===== src/rtl/alu_share_ctrl_pkg.sv =====
`default_nettype none
// ============================================================================
// Module      : alu_share_ctrl_pkg
// Description : Shared types and default widths for the shared-ALU controller.
// Revision    : 1.0 - initial release
// ============================================================================
package alu_share_ctrl_pkg;

    localparam int c_OP_WIDTH  = 16;
    localparam int c_OUT_WIDTH = 32;
    localparam int c_FUN_WIDTH = 4;
    localparam int c_TIMEOUT   = 8;

    // Controller state; encoding is fixed so waveforms match the ALU docs.
    typedef enum logic [1:0] {
        S_IDLE  = 2'd0,
        S_ISSUE = 2'd1,
        S_WAIT  = 2'd2,
        S_RESP  = 2'd3
    } state_e;

    // ALU_FUN[3:2] unit select as decoded inside the ALU top.
    typedef enum logic [1:0] {
        UNIT_ARITH = 2'b00,
        UNIT_LOGIC = 2'b01,
        UNIT_CMP   = 2'b10,
        UNIT_SHIFT = 2'b11
    } alu_unit_e;

endpackage
`default_nettype wire


===== src/rtl/alu_share_ctrl_if.sv =====
`default_nettype none
// ============================================================================
// Module      : alu_share_ctrl_if
// Description : Requester, ALU and response buses around the shared-ALU
//               controller. slave = controller side, master = environment.
// Revision    : 1.0 - initial release
// ============================================================================
interface alu_share_ctrl_if #(
    parameter int OP_WIDTH  = alu_share_ctrl_pkg::c_OP_WIDTH,
    parameter int OUT_WIDTH = alu_share_ctrl_pkg::c_OUT_WIDTH,
    parameter int FUN_WIDTH = alu_share_ctrl_pkg::c_FUN_WIDTH
);
    logic                 req0_valid;
    logic                 req0_ready;
    logic [OP_WIDTH-1:0]  req0_a;
    logic [OP_WIDTH-1:0]  req0_b;
    logic [FUN_WIDTH-1:0] req0_fun;

    logic                 req1_valid;
    logic                 req1_ready;
    logic [OP_WIDTH-1:0]  req1_a;
    logic [OP_WIDTH-1:0]  req1_b;
    logic [FUN_WIDTH-1:0] req1_fun;

    logic [OP_WIDTH-1:0]  alu_a;
    logic [OP_WIDTH-1:0]  alu_b;
    logic [FUN_WIDTH-1:0] alu_fun;
    logic                 alu_en;
    logic [OUT_WIDTH-1:0] alu_out;
    logic                 alu_out_valid;

    logic                 rsp_valid;
    logic                 rsp_ready;
    logic                 rsp_id;
    logic [OUT_WIDTH-1:0] rsp_data;
    logic                 rsp_err;
    logic                 busy;

    modport slave (
        input  req0_valid, req0_a, req0_b, req0_fun,
        input  req1_valid, req1_a, req1_b, req1_fun,
        input  alu_out, alu_out_valid, rsp_ready,
        output req0_ready, req1_ready,
        output alu_a, alu_b, alu_fun, alu_en,
        output rsp_valid, rsp_id, rsp_data, rsp_err, busy
    );

    modport master (
        output req0_valid, req0_a, req0_b, req0_fun,
        output req1_valid, req1_a, req1_b, req1_fun,
        output alu_out, alu_out_valid, rsp_ready,
        input  req0_ready, req1_ready,
        input  alu_a, alu_b, alu_fun, alu_en,
        input  rsp_valid, rsp_id, rsp_data, rsp_err, busy
    );

endinterface
`default_nettype wire


===== src/rtl/alu_share_ctrl_rr_arb2.sv =====
`default_nettype none
// ============================================================================
// Module      : alu_share_ctrl_rr_arb2
// Description : Combinational two-way round-robin grant.
// Revision    : 1.0 - initial release
// ============================================================================
module alu_share_ctrl_rr_arb2 (
    input  wire logic [1:0] valid_i,
    input  wire logic       last_grant_i,
    output logic            grant_o,
    output logic            any_valid_o
);

    // A tie goes to the requester that did not win last; else the lone one.
    always_comb begin
        any_valid_o = |valid_i;
        if (&valid_i) begin
            grant_o = ~last_grant_i;
        end else begin
            grant_o = valid_i[1];
        end
    end

endmodule
`default_nettype wire


===== src/rtl/alu_share_ctrl.sv =====
`default_nettype none
// ============================================================================
// Module      : alu_share_ctrl
// Description : Shares one registered-result ALU between two requesters.
//               One op in flight at a time: grant, issue, wait, respond.
// Revision    : 1.0 - initial release
// ============================================================================
module alu_share_ctrl
    import alu_share_ctrl_pkg::*;
#(
    parameter int OP_WIDTH  = c_OP_WIDTH,
    parameter int OUT_WIDTH = c_OUT_WIDTH,
    parameter int FUN_WIDTH = c_FUN_WIDTH,
    parameter int TIMEOUT   = c_TIMEOUT
) (
    input  wire logic        clk_i,
    input  wire logic        rst_n_i,
    alu_share_ctrl_if.slave  bus
);

    localparam int             CW         = $clog2(TIMEOUT);
    localparam logic [CW-1:0]  c_CNT_LAST = CW'(TIMEOUT - 1);

    state_e               state_q, state_d;
    logic                 last_grant_q;
    logic [CW-1:0]        cnt_q;
    logic [OP_WIDTH-1:0]  alu_a_q, alu_b_q;
    logic [FUN_WIDTH-1:0] alu_fun_q;
    logic                 rsp_id_q;
    logic [OUT_WIDTH-1:0] rsp_data_q;
    logic                 rsp_err_q;

    logic                 w_grant;
    logic                 w_any;

    alu_share_ctrl_rr_arb2 u_arb (
        .valid_i      ({bus.req1_valid, bus.req0_valid}),
        .last_grant_i (last_grant_q),
        .grant_o      (w_grant),
        .any_valid_o  (w_any)
    );

    // State register.
    always_ff @(posedge clk_i or negedge rst_n_i) begin
        if (!rst_n_i) begin
            state_q <= S_IDLE;
        end else begin
            state_q <= state_d;
        end
    end

    // Next state and combinational strobes/handshakes.
    always_comb begin
        state_d        = state_q;
        bus.req0_ready = 1'b0;
        bus.req1_ready = 1'b0;
        bus.alu_en     = 1'b0;
        bus.rsp_valid  = 1'b0;
        bus.busy       = (state_q != S_IDLE);
        case (state_q)
            S_IDLE: begin
                bus.req0_ready = w_any && !w_grant;
                bus.req1_ready = w_any &&  w_grant;
                if (w_any) begin
                    state_d = S_ISSUE;
                end
            end
            S_ISSUE: begin
                bus.alu_en = 1'b1;
                state_d    = S_WAIT;
            end
            S_WAIT: begin
                if (bus.alu_out_valid || (cnt_q == c_CNT_LAST)) begin
                    state_d = S_RESP;
                end
            end
            S_RESP: begin
                bus.rsp_valid = 1'b1;
                if (bus.rsp_ready) begin
                    state_d = S_IDLE;
                end
            end
            default: state_d = S_IDLE;
        endcase
    end

    // Operand capture at the grant, wait counter, and response capture;
    // a valid result wins over a timeout that lands in the same cycle.
    always_ff @(posedge clk_i or negedge rst_n_i) begin
        if (!rst_n_i) begin
            last_grant_q <= 1'b1;
            cnt_q        <= '0;
            alu_a_q      <= '0;
            alu_b_q      <= '0;
            alu_fun_q    <= '0;
            rsp_id_q     <= 1'b0;
            rsp_data_q   <= '0;
            rsp_err_q    <= 1'b0;
        end else begin
            case (state_q)
                S_IDLE: begin
                    if (w_any) begin
                        alu_a_q      <= w_grant ? bus.req1_a   : bus.req0_a;
                        alu_b_q      <= w_grant ? bus.req1_b   : bus.req0_b;
                        alu_fun_q    <= w_grant ? bus.req1_fun : bus.req0_fun;
                        rsp_id_q     <= w_grant;
                        last_grant_q <= w_grant;
                    end
                end
                S_ISSUE: cnt_q <= '0;
                S_WAIT: begin
                    cnt_q <= cnt_q + 1'b1;
                    if (bus.alu_out_valid) begin
                        rsp_data_q <= bus.alu_out;
                        rsp_err_q  <= 1'b0;
                    end else if (cnt_q == c_CNT_LAST) begin
                        rsp_data_q <= '0;
                        rsp_err_q  <= 1'b1;
                    end
                end
                default: ;
            endcase
        end
    end

    assign bus.alu_a    = alu_a_q;
    assign bus.alu_b    = alu_b_q;
    assign bus.alu_fun  = alu_fun_q;
    assign bus.rsp_id   = rsp_id_q;
    assign bus.rsp_data = rsp_data_q;
    assign bus.rsp_err  = rsp_err_q;

endmodule
`default_nettype wire


===== src/flat_wrapper.sv =====
// flat-port wrapper written by rule: the top's interface ports become plain ports
module alu_share_ctrl_flat import alu_share_ctrl_pkg::*;
#(
    parameter int OP_WIDTH  = c_OP_WIDTH,
    parameter int OUT_WIDTH = c_OUT_WIDTH,
    parameter int FUN_WIDTH = c_FUN_WIDTH,
    parameter int TIMEOUT   = c_TIMEOUT
)
  (clk_i, rst_n_i, bus_req0_valid, bus_req0_a, bus_req0_b, bus_req0_fun, bus_req1_valid, bus_req1_a, bus_req1_b, bus_req1_fun, bus_alu_out, bus_alu_out_valid, bus_rsp_ready, bus_req0_ready, bus_req1_ready, bus_alu_a, bus_alu_b, bus_alu_fun, bus_alu_en, bus_rsp_valid, bus_rsp_id, bus_rsp_data, bus_rsp_err, bus_busy);
  alu_share_ctrl_if #(.OP_WIDTH(OP_WIDTH), .OUT_WIDTH(OUT_WIDTH), .FUN_WIDTH(FUN_WIDTH)) bus_i ();
  input  wire logic clk_i;
  input  wire logic rst_n_i;
  input wire logic [$bits(bus_i.req0_valid)-1:0] bus_req0_valid;
  input wire logic [$bits(bus_i.req0_a)-1:0] bus_req0_a;
  input wire logic [$bits(bus_i.req0_b)-1:0] bus_req0_b;
  input wire logic [$bits(bus_i.req0_fun)-1:0] bus_req0_fun;
  input wire logic [$bits(bus_i.req1_valid)-1:0] bus_req1_valid;
  input wire logic [$bits(bus_i.req1_a)-1:0] bus_req1_a;
  input wire logic [$bits(bus_i.req1_b)-1:0] bus_req1_b;
  input wire logic [$bits(bus_i.req1_fun)-1:0] bus_req1_fun;
  input wire logic [$bits(bus_i.alu_out)-1:0] bus_alu_out;
  input wire logic [$bits(bus_i.alu_out_valid)-1:0] bus_alu_out_valid;
  input wire logic [$bits(bus_i.rsp_ready)-1:0] bus_rsp_ready;
  output wire logic [$bits(bus_i.req0_ready)-1:0] bus_req0_ready;
  output wire logic [$bits(bus_i.req1_ready)-1:0] bus_req1_ready;
  output wire logic [$bits(bus_i.alu_a)-1:0] bus_alu_a;
  output wire logic [$bits(bus_i.alu_b)-1:0] bus_alu_b;
  output wire logic [$bits(bus_i.alu_fun)-1:0] bus_alu_fun;
  output wire logic [$bits(bus_i.alu_en)-1:0] bus_alu_en;
  output wire logic [$bits(bus_i.rsp_valid)-1:0] bus_rsp_valid;
  output wire logic [$bits(bus_i.rsp_id)-1:0] bus_rsp_id;
  output wire logic [$bits(bus_i.rsp_data)-1:0] bus_rsp_data;
  output wire logic [$bits(bus_i.rsp_err)-1:0] bus_rsp_err;
  output wire logic [$bits(bus_i.busy)-1:0] bus_busy;
  assign bus_i.req0_valid = bus_req0_valid;
  assign bus_i.req0_a = bus_req0_a;
  assign bus_i.req0_b = bus_req0_b;
  assign bus_i.req0_fun = bus_req0_fun;
  assign bus_i.req1_valid = bus_req1_valid;
  assign bus_i.req1_a = bus_req1_a;
  assign bus_i.req1_b = bus_req1_b;
  assign bus_i.req1_fun = bus_req1_fun;
  assign bus_i.alu_out = bus_alu_out;
  assign bus_i.alu_out_valid = bus_alu_out_valid;
  assign bus_i.rsp_ready = bus_rsp_ready;
  assign bus_req0_ready = bus_i.req0_ready;
  assign bus_req1_ready = bus_i.req1_ready;
  assign bus_alu_a = bus_i.alu_a;
  assign bus_alu_b = bus_i.alu_b;
  assign bus_alu_fun = bus_i.alu_fun;
  assign bus_alu_en = bus_i.alu_en;
  assign bus_rsp_valid = bus_i.rsp_valid;
  assign bus_rsp_id = bus_i.rsp_id;
  assign bus_rsp_data = bus_i.rsp_data;
  assign bus_rsp_err = bus_i.rsp_err;
  assign bus_busy = bus_i.busy;
  alu_share_ctrl #(.OP_WIDTH(OP_WIDTH), .OUT_WIDTH(OUT_WIDTH), .FUN_WIDTH(FUN_WIDTH), .TIMEOUT(TIMEOUT)) u_core (.clk_i(clk_i), .rst_n_i(rst_n_i), .bus(bus_i));
endmodule

===== config.mk =====
export PLATFORM = sky130hd
export DESIGN_NAME = alu_share_ctrl_flat
export DESIGN_NICKNAME = d
export VERILOG_FILES = /design/src/rtl/alu_share_ctrl_pkg.sv /design/src/rtl/alu_share_ctrl_if.sv /design/src/rtl/alu_share_ctrl_rr_arb2.sv /design/src/rtl/alu_share_ctrl.sv /design/src/flat_wrapper.sv
export SDC_FILE = /design/constraint.sdc
export NUM_CORES = 1
export LEC_CHECK = 0
export CAP_MARGIN = 20
export CORE_MARGIN = 4
export CORE_UTILIZATION = 41
export DETAILED_ROUTE_END_ITERATION = 8
export GPL_TIMING_DRIVEN = 0
export PLACE_DENSITY_LB_ADDON = 0.15
export SLEW_MARGIN = 20
export SYNTH_ARGS = -nofsm -noshare
export SYNTH_HDL_FRONTEND = slang
export SYNTH_HIERARCHICAL = 1
export SYNTH_SLANG_ARGS = --single-unit

===== constraint.sdc =====
create_clock -name clk_i -period 2.59 [get_ports clk_i]
set_input_delay 0.3885 -clock clk_i [delete_from_list [all_inputs] [get_ports clk_i]]
set_output_delay 0.3885 -clock clk_i [all_outputs]
set_load 0.01 [all_outputs]

======== Word level (Yosys, flattened, before mapping) ========
Cells that the tools add are included.
word-level totals
  register bits after elaboration ......... 76
  bits of input ports ..................... 110
  output and inout bits ................... 75
  word-level logic and storage cells ...... 48
operators by class
  add/subtract/negate cells ............... 1
  equality and inequality tests ........... 7
  mux-type cells .......................... 17
  bitwise operators ....................... 1
  reduce and logical (&&, ||, !) cells .... 13
operator list
  operator                                                          number
  32-bit 2-to-1 mux                                                 2
  16-bit 2-to-1 mux                                                 2
  2-bit case mux with 4 select lines                                1
  1-bit 2-to-1 mux                                                  7
  2-bit 2-to-1 mux                                                  3
  3-bit case mux with 2 select lines                                1
  2-bit AND reduction                                               3
  2-bit nonzero test                                                3
  2-bit == test (second input constant)                             2
  4-bit 2-to-1 mux                                                  1
  2-bit by 1-bit != test with 1-bit output (second input constant)  2
  3-bit by 1-bit adder with 3-bit output (second input constant)    1
  3-bit == test (second input constant)                             1
  3-bit AND reduction                                               1
  2-bit by 1-bit == test with 1-bit output (second input constant)  1
  1-bit logical AND                                                 2
  2-bit zero test                                                   1
  2-bit != test (second input constant)                             1
  2-bit OR reduction                                                1
  1-bit zero test                                                   1
  1-bit logical OR                                                  1
  1-bit NOT                                                         1

======== Logic depth before layout (Yosys ltp) ========
  depth in word-level cells ............... 5
  gate-level depth with buffers ........... 7
  mapped depth without buffers ............ 5

======== Hierarchy ========
Netlist, hierarchy kept.
modules (own cells, without submodules)
  module                  times used  cells an instance  area an instance (um^2)  seq. area each (um^2)
  alu_share_ctrl          1           272                3255.6                   1903.1
  alu_share_ctrl_rr_arb2  1           2                  13.8                     0.0

======== Worst setup path before layout ========
Ideal clock, no wire load.
  kind .................................... reg2out
  start ................................... register u_core.state_q[0]
  end ..................................... output port bus_req0_ready
  arrival ................................. 1.275 ns
  data required time ...................... 2.202 ns
  slack ................................... 0.926 ns
  cell stages (with the launch flop) ...... 7
  buffers on the path ..................... 2
  cell sequence ........................... dfrtp_1 inv_1 ha_1 nand2_1 buf_4 buf_2 nor2_1
on the way
  word-level cells in the longest chain between the ends .. 2
ends and longest elaborated chain
  item                    RTL line              RTL
  from (decl)             alu_share_ctrl.sv:24  state_e state_q, state_d;
  from (signal assigned)  alu_share_ctrl.sv:48  state_q <= state_d;
  2-bit zero test         alu_share_ctrl.sv:60  case (state_q)
  1-bit 2-to-1 mux        alu_share_ctrl.sv:60
  to (decl)               flat_wrapper.sv:24    output wire logic [$bits(bus_i.req0_ready)-1:0] bus_req0_ready;
Every way passes these cells.

======== Final worst setup path ========
  start ................................... input port bus_req1_valid
  end ..................................... output port bus_req1_ready
on the way
  word-level cells in the longest chain between the ends .. 4
  elaborated cells between the ends (all ways) .. 5
  classes of those cells .................. mux (2); reduce/logical (3)
ends and longest elaborated chain
  item                   RTL line                      RTL
  from (decl)            flat_wrapper.sv:17            input wire logic [$bits(bus_i.req1_valid)-1:0] bus_req1_valid;
  2-bit AND reduction    alu_share_ctrl_rr_arb2.sv:17  if (&valid_i) begin
  1-bit 2-to-1 mux (*)   alu_share_ctrl_rr_arb2.sv:17
  net u_core.w_grant     alu_share_ctrl.sv:33          logic w_grant;
  1-bit logical AND (*)  alu_share_ctrl.sv:63          bus.req1_ready = w_any && w_grant;
  1-bit 2-to-1 mux (*)   alu_share_ctrl.sv:60
  to (decl)              flat_wrapper.sv:25            output wire logic [$bits(bus_i.req1_ready)-1:0] bus_req1_ready;
Mark *: on every way through the listed nets, which the timed path passes. The rest lies on a longest branch.

==> flow_results.xml <==
<?xml version="1.0" encoding="UTF-8"?>
<metrics>
  <group name="cts">
    <metric name="clkSlewWorstSetupHoldPaths" unit="ns">0.07</metric>
    <metric name="clk_path_buf_depth" unit="">2</metric>
    <metric name="numCtsBuffers" unit="">9</metric>
    <metric name="cts_htree_levels" unit="">3</metric>
    <metric name="cts_tree" unit="">yes</metric>
    <metric name="clock_tree.root_cell" unit="">clkbuf_8</metric>
    <metric name="clk-insertion-delay-late" unit="ns">0.34</metric>
    <metric name="cts.sinks" unit="">76</metric>
    <metric name="cts_hold_buffers" unit="">0</metric>
  </group>
  <group name="floorplan">
    <metric name="die-area" unit="sq mm">0.00947</metric>
    <metric name="die_width" unit="um">97.3</metric>
    <metric name="fp-row-count" unit="">32</metric>
    <metric name="chipHeight" unit="um">97.3</metric>
    <metric name="floorplan.core_area" unit="sq mm">0.00773</metric>
    <metric name="ios" unit="">185</metric>
    <metric name="start_util" unit="%">42.3</metric>
  </group>
  <group name="drt">
    <metric name="antenna_left" unit="">0</metric>
    <metric name="drt_first_iter_violations" unit="">62</metric>
    <metric name="drcViolationCount" unit="">0</metric>
    <metric name="route.detailed.wl_per_inst" unit="um">15.9</metric>
    <metric name="vias" unit="">2795</metric>
    <metric name="totalWireLength" unit="mm">9.18</metric>
    <metric name="avg_vias_per_cell" unit="">4.84</metric>
    <metric name="first_pass_iters" unit="">3</metric>
  </group>
  <group name="placement">
    <metric name="place_congestion" unit="">0.764</metric>
    <metric name="detailed_place_hpwl" unit="mm">7.18</metric>
    <metric name="numPortBuffers" unit="">184</metric>
  </group>
  <group name="cells_and_area">
    <metric name="finalNetCount" unit="">587</metric>
    <metric name="antenna-diode-count" unit="">0</metric>
    <metric name="multi_input_area" unit="sq mm">0.00119</metric>
    <metric name="post_route_cells_drive_above_1_share" unit="%">9.24</metric>
    <metric name="seqCellArea" unit="sq mm">0.00190</metric>
    <metric name="final_core_util" unit="%">71.5</metric>
    <metric name="synthesis_to_finish_area_growth" unit="%">68.9</metric>
    <metric name="nFillCells" unit="">610</metric>
  </group>
  <group name="synth">
    <metric name="ys_types" unit="">24</metric>
    <metric name="post_synthesis_cell_type_with_the_largest_combined_area" unit="">dfrtp_1</metric>
    <metric name="netlist_top_cells_area" unit="">dfrtp_1, mux2i_1, a22o_1, nand2_1, o21ai_0</metric>
    <metric name="synth_area_per_cell" unit="sq um">11.9</metric>
    <metric name="synthesis.area" unit="sq mm">0.00327</metric>
    <metric name="synth_ff_type" unit="">dfrtp_1</metric>
    <metric name="syn_nets" unit="">390</metric>
    <metric name="synth_top_area_share" unit="%">57.4</metric>
    <metric name="yosysSeqAreaShare" unit="%">58.2</metric>
    <metric name="count_of_flip_flops_with_a_built_in_enable_after_synthesis" unit="">0</metric>
    <metric name="ys.warnings.count" unit="">6</metric>
    <metric name="postSynthCellCount" unit="">274</metric>
    <metric name="synth-async-reset-ratio" unit="%">100</metric>
    <metric name="postSynthRegisterBits" unit="">76</metric>
  </group>
  <group name="sta">
    <metric name="actual_transition_at_the_worst_max_transition_pin" unit="ns">0.535</metric>
    <metric name="setup_viol" unit="">0</metric>
    <metric name="setup_tns" unit="ns">0</metric>
    <metric name="timing.max_slew.rel_slack" unit="%">64.3</metric>
    <metric name="peak_freq" unit="MHz">411</metric>
    <metric name="final_hold_viol_count" unit="">0</metric>
    <metric name="grt_setup_unrepaired" unit="">no</metric>
    <metric name="final.period_utilization" unit="%">93.9</metric>
    <metric name="timing.final.max_slew_violations" unit="">0</metric>
    <metric name="finalWorstPathRequiredPeriod" unit="ns">2.43</metric>
    <metric name="timing.clock.skew" unit="ns">0.00844</metric>
  </group>
  <group name="critical_path">
    <metric name="worstSetupEndpointType" unit="">primary output</metric>
    <metric name="cp_slowest_cell" unit="">clkdlybuf4s50_1</metric>
    <metric name="type_of_element_launching_the_critical_path" unit="">input pin</metric>
    <metric name="data_required_critical_path" unit="ns">2.20</metric>
    <metric name="cp_slowest_stage_delay" unit="ns">0.55</metric>
    <metric name="critPathTopFamily" unit="">buffers and inverters</metric>
    <metric name="timing.critical_path.arrival" unit="ns">2.04</metric>
    <metric name="worstPathBufferInverterCount" unit="">5</metric>
    <metric name="crit_path_max_fanout" unit="">10</metric>
    <metric name="critical_path_class" unit="">input pin to primary output</metric>
    <metric name="crit_chain" unit="">clkdlybuf4s50_1, a21boi_2, buf_6, buf_6, nand3_1, inv_1, clkdlybuf4s50_1</metric>
  </group>
  <group name="status">
    <metric name="status" unit="">finished, final reports clean</metric>
  </group>
  <group name="power">
    <metric name="pwr_density_cell" unit="mW/mm^2">1090</metric>
    <metric name="vdd.ir_drop.worst" unit="uV">861</metric>
    <metric name="power.switching_fraction" unit="%">32.5</metric>
    <metric name="combinationalPowerShare" unit="%">48.6</metric>
    <metric name="power.clock.fraction" unit="%">17.3</metric>
    <metric name="netSwitchingPower" unit="mW">1.95</metric>
    <metric name="static-leakage-power" unit="nW">2.47</metric>
    <metric name="sequentialPowerShare" unit="%">34.0</metric>
    <metric name="internal-power" unit="mW">4.05</metric>
  </group>
  <group name="grt">
    <metric name="globalRouteTotalUtil" unit="%">19.8</metric>
    <metric name="overflow" unit="">0</metric>
    <metric name="grt_pass1_wl" unit="mm">14.9</metric>
    <metric name="vias_in_the_first_global_route" unit="">2932</metric>
    <metric name="antenna_found_initial" unit="">0</metric>
    <metric name="maximum_number_of_pins_on_one_net_before_global_route_repair" unit="">42</metric>
  </group>
  <group name="hold_path">
    <metric name="min-delay-path-class" unit="">input pin to asynchronous set/reset pin</metric>
  </group>
  <group name="flow_run">
    <metric name="timing.max_cap.violations" unit="">0</metric>
  </group>
</metrics>
-- cell usage in the layout, fill, tap and decap left out, drive strengths merged --
cell type | Yosys | final
dfstp | 1 | 1
nor2 | 3 | 3
nand2 | 41 | 41
clkdlybuf4s50 | 0 | 182
a221oi | 1 | 1
clkinvlp | 0 | 1
a22o | 32 | 32
bufinv | 0 | 2
nor2b | 1 | 1
and2 | 1 | 1
o21ai | 40 | 40
mux2 | 1 | 1
a21oi | 1 | 1
a21boi | 1 | 1
ha | 6 | 6
buf | 18 | 21
dlymetal6s2s | 0 | 1
clkbuf | 2 | 15
mux2i | 36 | 36
o32a | 1 | 1
nand3 | 4 | 4
dfrtp | 75 | 75
inv | 8 | 8
or2 | 1 | 1
-- routing by layer --
| metal | vias to the layer above | part of all wire [%] | track usage (%) | routed length [um] |
|---|---|---|---|---|
| li1 | 1363 | - | - | - |
| met1 | 1326 | 41 | 24.4 | 3810 |
| met2 | 90 | 50 | 33.2 | 4630 |
| met3 | 16 | 5.8 | 4.45 | 533 |
| met4 | 0 | 2.2 | 9.05 | 206 |
| met5 | - | 0 | 0 | 0 |
-- final timing paths --
kind | cells after the start | to | slack, ns | from
max | 7 | bus_req1_ready | 0.16 | bus_req1_valid
min | 1 | u_core/bus.rsp_data[25] | 0.02 | rst_n_i
max reg2reg | 5 | u_core/state_q[1] | 0.98 | u_core/state_q[0]
min reg2reg | 2 | u_core/bus.rsp_id | 0.48 | u_core/bus.rsp_id
max in group asynchronous | 2 | u_core/bus.rsp_data[30] | 1.99 | rst_n_i
min in group clk_i | 2 | u_core/bus.rsp_id | 0.48 | u_core/bus.rsp_id
-- registers in the layout, indices dropped and copies added, names as in the netlist --
name                 flops
u_core/bus.rsp_id        1
u_core/bus.rsp_data     32
u_core/bus.alu_a        16
u_core/last_grant_q      1
u_core/bus.alu_b        16
u_core/cnt_q             3
u_core/bus.alu_fun       4
u_core/state_q           2
u_core/bus.rsp_err       1
-- repair_timing --
| action | CTS | global route |
|---|---|---|
| resized for setup | 4 | 2 |
| endpoints found under the setup margin | 2 | 2 |
| cloned | 0 | 0 |
| setup buffers | 1 | 0 |
-- logic make-up after synthesis --
kind of cell	share of synthesized area [%]
adder cells (fa/ha/maj)	2.30
AND/OR/NAND/NOR	6.31
AO/OA/AOI/OAI	16.0
buffers and inverters	5.86
flip-flops	58.2
multiplexers	11.4
-- final cells by class --
cell class                      count  area share (%)
Sequential cell                    76            34.5
Timing Repair Buffer              186            33.8
Multi-Input combinational cell    170            21.6
Clock buffer                       13            3.06
Buffer                             20            2.99
Tap cell                          102            2.31
Clock inverter                      3            1.22
Inverter                            8           0.544
-- power groups by stage --
stage	clock [mW]	combinational [mW]	sequential (mW)
after floorplan	0	1.09	2.28
after global placement	0	2.85	2.03
after detailed placement	0	2.91	2.06
after CTS	1.07	2.96	2.04
after global routing	1.13	3.15	2.11
final	1.04	2.91	2.04
-- metrics by stage --
step                      setup WS, ns  cell area [sq um]  total power [mW]  std cells  hold slack (ns)
final                            0.157               5520              5.99        578           0.0196
after global routing            0.0637               5520              6.38        578           0.0449
after global placement           -1.59               5240              4.88        560            0.458
after floorplan                  0.926               3270              3.37        274           0.0929
after detailed placement       -0.0618               5260              4.97        561            0.407
after CTS                       0.0119               5520              6.07        578           0.0243
-- Yosys cell counts (all sizes together), types with 2 or more instances --
cell type	number
a22o	32
ha	6
clkbuf	2
buf	18
nand3	4
mux2i	36
nand2	41
dfrtp	75
o21ai	40
inv	8
nor2	3
Power figures use the tool's default switching activity.
